**config.mk**
```make
export PLATFORM = sky130hd
export DESIGN_NAME = timer_scheduler
export DESIGN_NICKNAME = d
export VERILOG_FILES = /design/src/rtl/timer_scheduler.sv
export SDC_FILE = /design/constraint.sdc
export NUM_CORES = 1
export LEC_CHECK = 0
export BUFFER_PORTS_ARGS = -buffer_cell sky130_fd_sc_hd__buf_2
export CAP_MARGIN = 20
export CORE_AREA = 2 2 55 57
export CTS_CLUSTER_SIZE = 10
export DETAILED_ROUTE_END_ITERATION = 7
export DIE_AREA = 0 0 57 59
export PLACE_DENSITY = 0.63
export SYNTH_ARGS = -nofsm -noshare
export SYNTH_HDL_FRONTEND = slang
export SYNTH_SLANG_ARGS = --single-unit
```
**constraint.sdc**
```tcl
create_clock -name clk -period 2 [get_ports clk]
set_clock_uncertainty 0.2 [all_clocks]
set_input_delay 0.2 -clock clk [delete_from_list [all_inputs] [get_ports clk]]
set_output_delay 0.2 -clock clk [all_outputs]
set_load 0.02 [all_outputs]
```
**src/rtl/timer_scheduler.sv**
```systemverilog
// rtl/timer_scheduler.sv - two-requester round-robin interval timer
// One shared counter runs from 0 to the winner's latched limit, then pulses done.
module timer_scheduler #(
  parameter int WIDTH = 8
) (
  input  logic             clk,
  input  logic             rst,
  input  logic             req0,
  input  logic             req1,
  input  logic [WIDTH-1:0] lim0,
  input  logic [WIDTH-1:0] lim1,
  output logic [1:0]       gnt,
  output logic [1:0]       done,
  output logic             busy,
  output logic [WIDTH-1:0] cnt
);

  typedef enum logic [1:0] {IDLE, RUN, DONE} state_t;

  state_t           state, state_n;
  logic [WIDTH-1:0] cnt_n, lim_q, lim_n;
  logic [1:0]       gnt_n, done_n;
  logic             prio, prio_n;  // requester that wins a tie
  logic             win;
  logic             owner_req;

  assign win       = (req0 && req1) ? prio : req1;
  assign owner_req = gnt[1] ? req1 : req0;
  assign busy      = (state != IDLE);

  always_comb begin
    state_n = state;
    cnt_n   = cnt;
    lim_n   = lim_q;
    gnt_n   = gnt;
    done_n  = 2'b00;
    prio_n  = prio;
    case (state)
      IDLE: begin
        cnt_n = '0;
        gnt_n = 2'b00;
        if (req0 || req1) begin
          state_n = RUN;
          lim_n   = win ? lim1 : lim0;
          gnt_n   = win ? 2'b10 : 2'b01;
          prio_n  = ~win;
        end
      end
      RUN: begin
        if (!owner_req) begin
          // abandoned interval: silent return, no completion pulse
          state_n = IDLE;
          gnt_n   = 2'b00;
          cnt_n   = '0;
        end else if (cnt != lim_q) begin
          cnt_n = cnt + WIDTH'(1);
        end else begin
          state_n = DONE;
          done_n  = gnt;
        end
      end
      DONE: begin
        state_n = IDLE;
        gnt_n   = 2'b00;
        cnt_n   = '0;
      end
      default: begin
        state_n = IDLE;
        gnt_n   = 2'b00;
        cnt_n   = '0;
      end
    endcase
  end

  always_ff @(posedge clk) begin
    if (rst) begin
      state <= IDLE;
      cnt   <= '0;
      lim_q <= '0;
      gnt   <= 2'b00;
      done  <= 2'b00;
      prio  <= 1'b0;
    end else begin
      state <= state_n;
      cnt   <= cnt_n;
      lim_q <= lim_n;
      gnt   <= gnt_n;
      done  <= done_n;
      prio  <= prio_n;
    end
  end

endmodule

```
==> key figures <==
Yosys
  – Post-synth EDFFs: 0
  – Netlist cell types: 30
  – Most common library cells after synthesis: 23 x dfxtp_1, 20 x nor2_1, 10 x a211oi_1
  – Synth Flop Type: dfxtp_1
  – YS warnings: 0
  – #FFs+latches synth: 23
  – Post-synth net total: 137
  – Post-synth top area share: 43.0%
  – Synthesized cell area: 1070 µm²
  – Top-count cell post-synth: dfxtp_1
  – Top post-synthesis cells by area: dfxtp_1 43%, mux2i_1 7.5%, a211oi_1 7.0%, nor2_1 7.0%, xor2_1 6.5%
  – Post-Syn Area per Cell: 9.23 µm²
  – Async SR Flop Fraction: 0%
  – Sequential fraction of the synthesis area: 43.0%
  – Area leader, netlist: dfxtp_1
  – Cells after Synth: 116

Clocking
  – Worst-Skew Late Latency: 0.30 ns
  – Worst-path clk slew: 0.12 ns
  – H-tree Lvls: 1
  – PostCTS Resize Cnt: 0
  – CTS max path bufs: 2
  – CTS buffer count: 3
  – Count of hold-fix buffers inserted at cts: 0
  – CTS tree: built
  – Sink Count: 23
  – Post-CTS Setup Inserts: 0
  – Root Driver: clkbuf_4

Detailed routing
  – # DRC: 0
  – Via Count: 942
  – Routed wire length: 2150 µm
  – Initial drt markers: 24
  – Avg WL per Cell: 11.5 µm
  – Via density: 5.04
  – DR pass1 iterations: 4
  – Detail Route Antenna Nets: 0

Finish
  – Nets@finish: 178
  – Synth-to-Final Area Change: 25.0%
  – Diode count: 0
  – Share of cells above drive strength 1: 34.0%

Timing
  – Slew Viols, Final: 0
  – Final hold vios: 0
  – Worst-margin pin slew: 0.461 ns
  – F_max: 562 MHz
  – Min Tclk post-route: 1.78 ns
  – Sum Neg Setup Slack: 0 ns
  – RSZ-0062 raised after global routing: no
  – Period utilisation layout: 89.0%
  – Slew headroom: 69.1%
  – Final setup fails: 0

Global route
  – GRT Overall Usage: 13.4%
  – GRT overflow: 0
  – Largest net degree at the start of global routing: 19
  – Initial antenna violation count: 0
  – Global-route wire length before repair: 3580 µm
  – Vias in the first global route: 859

Power
  – Logic gate share of total power: 21.0%
  – Clock share of power: 23.2%
  – Total power draw: 907 µW
  – Sw Ratio: 28.1%
  – Seq pwr share: 55.8%
  – P per Cell Area: 677 nW/µm²
  – Leak: 0.000648 µW
  – Internal: 652 µW
  – Net Sw Power: 255 µW
  – Peak supply drop: 0.000402 V

Floorplanning
  – Initial core utilization: 39.5%
  – Die X: 57 µm
  – Row cnt: 19
  – Die Span Y: 59 µm
  – I/O pin cnt: 33
  – DIE AREA: 3360 µm²
  – Core Area: 2710 µm²

Worst setup path
  – WP buf/inv: 1
  – Nature of the critical path endpoint: register
  – R2r worst-path depth: 6
  – WP data required: 2.00 ns
  – CP Cell Sequence: xor2_1, nor4_2, buf_4, and2_2, o311ai_1, nand2_1
  – CP top delay family: flip-flops
  – CP max stage delay: 0.46 ns
  – Worst Path Arrival: 1.78 ns
  – CP Depth: 6
  – Maximum fanout along the worst path: 7
  – Critical path's slowest cell: dfxtp_1
  – Crit start category: register
  – WS Path Type: reg2reg

Placement
  – GPL Wtd Cong: 0.768
  – DP HPWL: 1720 µm
  – IO buf count: 32

Run
  – MaxCap Viol Count: 0

Run status
  – Outcome: finished clean

Hold path
  – Worst Hold Depth: 3
  – Hold Crit Class: in2reg
[layer usage]
metal  share of wire, %  up-vias  wire (µm)  GRT usage, %
li1                   -      485          -             -
met1                 47      429       1020          17.1
met2                 46       26        998          23.5
met3                5.2        2        111          2.18
met4               0.98        0         21          3.99
met5                  0        -          0             0
[cells in the final DEF (no fill, tap or decap), drive strengths merged]
cell type / synthesis / routed
mux2: 1 / 1
clkbuf: 2 / 4
and2: 1 / 1
xnor2: 6 / 6
nor2: 21 / 21
a21boi: 1 / 1
inv: 1 / 1
dfxtp: 23 / 23
and3: 2 / 2
nor3: 1 / 1
xor2: 8 / 8
ha: 1 / 1
a21oi: 6 / 6
or2: 1 / 1
o21ai: 2 / 2
nand2: 7 / 7
mux2i: 8 / 8
a31oi: 1 / 1
nor2b: 1 / 1
nand4bb: 1 / 1
nand4: 1 / 1
nand3: 4 / 4
o311ai: 1 / 1
nor4: 2 / 2
buf: 2 / 40
a211oi: 10 / 10
and3b: 1 / 1
[registers in the layout, summed over array words and instances (netlist names)]
| name | flops |
|---|---|
| done | 2 |
| state | 2 |
| gnt | 2 |
| prio | 1 |
| cnt | 8 |
| lim_q | 8 |
[power by group through the flow]
stage | combinational [µW] | clock [µW] | sequential [µW]
final | 191 | 210 | 505
after global routing | 213 | 235 | 509
after CTS | 192 | 223 | 506
after detailed placement | 192 | 0 | 516
after global placement | 187 | 0 | 517
after floorplan | 122 | 0 | 518
[worst min-delay path: stages]
cell and delay [ns]:
buf_2 0.09, mux2i_1 0.11, a211oi_1 0.08
[cell families after synthesis]
family                     count (synthesis)  synth area share [%]
buffers and inverters                      5                  1.99
AOI/OAI and AO/OA                         21                  13.2
DFF                                       23                  43.0
muxes                                      9                  8.53
and+or+nand+nor                           43                  20.7
adders and majority gates                  1                  1.17
xor gates and xnor gates                  14                  11.4
[worst paths after layout]
| path | endpoint | slack, ns | from |
|---|---|---|---|
| worst min-delay path | lim_q[7] | 0.02 | lim1[7] |
| worst min register to register | prio | 0.28 | prio |
| worst max-delay path | cnt[7] | 0.22 | cnt[2] |
| worst max register to register | cnt[7] | 0.22 | cnt[2] |
[area by class of cell]
class | instances | area, µm²
multi-input cells | 88 | 589
well taps | 31 | 38.8
repair buffers | 40 | 220
flip-flops and latches | 23 | 460
fillers | 275 | 1370
clock buffers | 4 | 26.3
inverters | 1 | 3.75
[per-stage QoR]
| step | setup slack (ns) | hold WS [ns] | cell area (µm²) | util [%] | std cells |
|---|---|---|---|---|---|
| 2_1_floorplan | 0.163 | 0.0728 | 1070 | - | 116 |
| 3_3_place_gp | 0.337 | 0.262 | 1310 | 48.4 | 183 |
| 3_5_place_dp | 0.207 | 0.264 | 1310 | 48.4 | 183 |
| 4_1_cts | 0.188 | 0.0127 | 1340 | 49.4 | 187 |
| 5_1_grt | 0.134 | 0.0243 | 1340 | 49.4 | 187 |
| 6_report | 0.220 | 0.0184 | 1340 | 49.4 | 187 |
No activity file was read; power rests on OpenSTA's default activity.
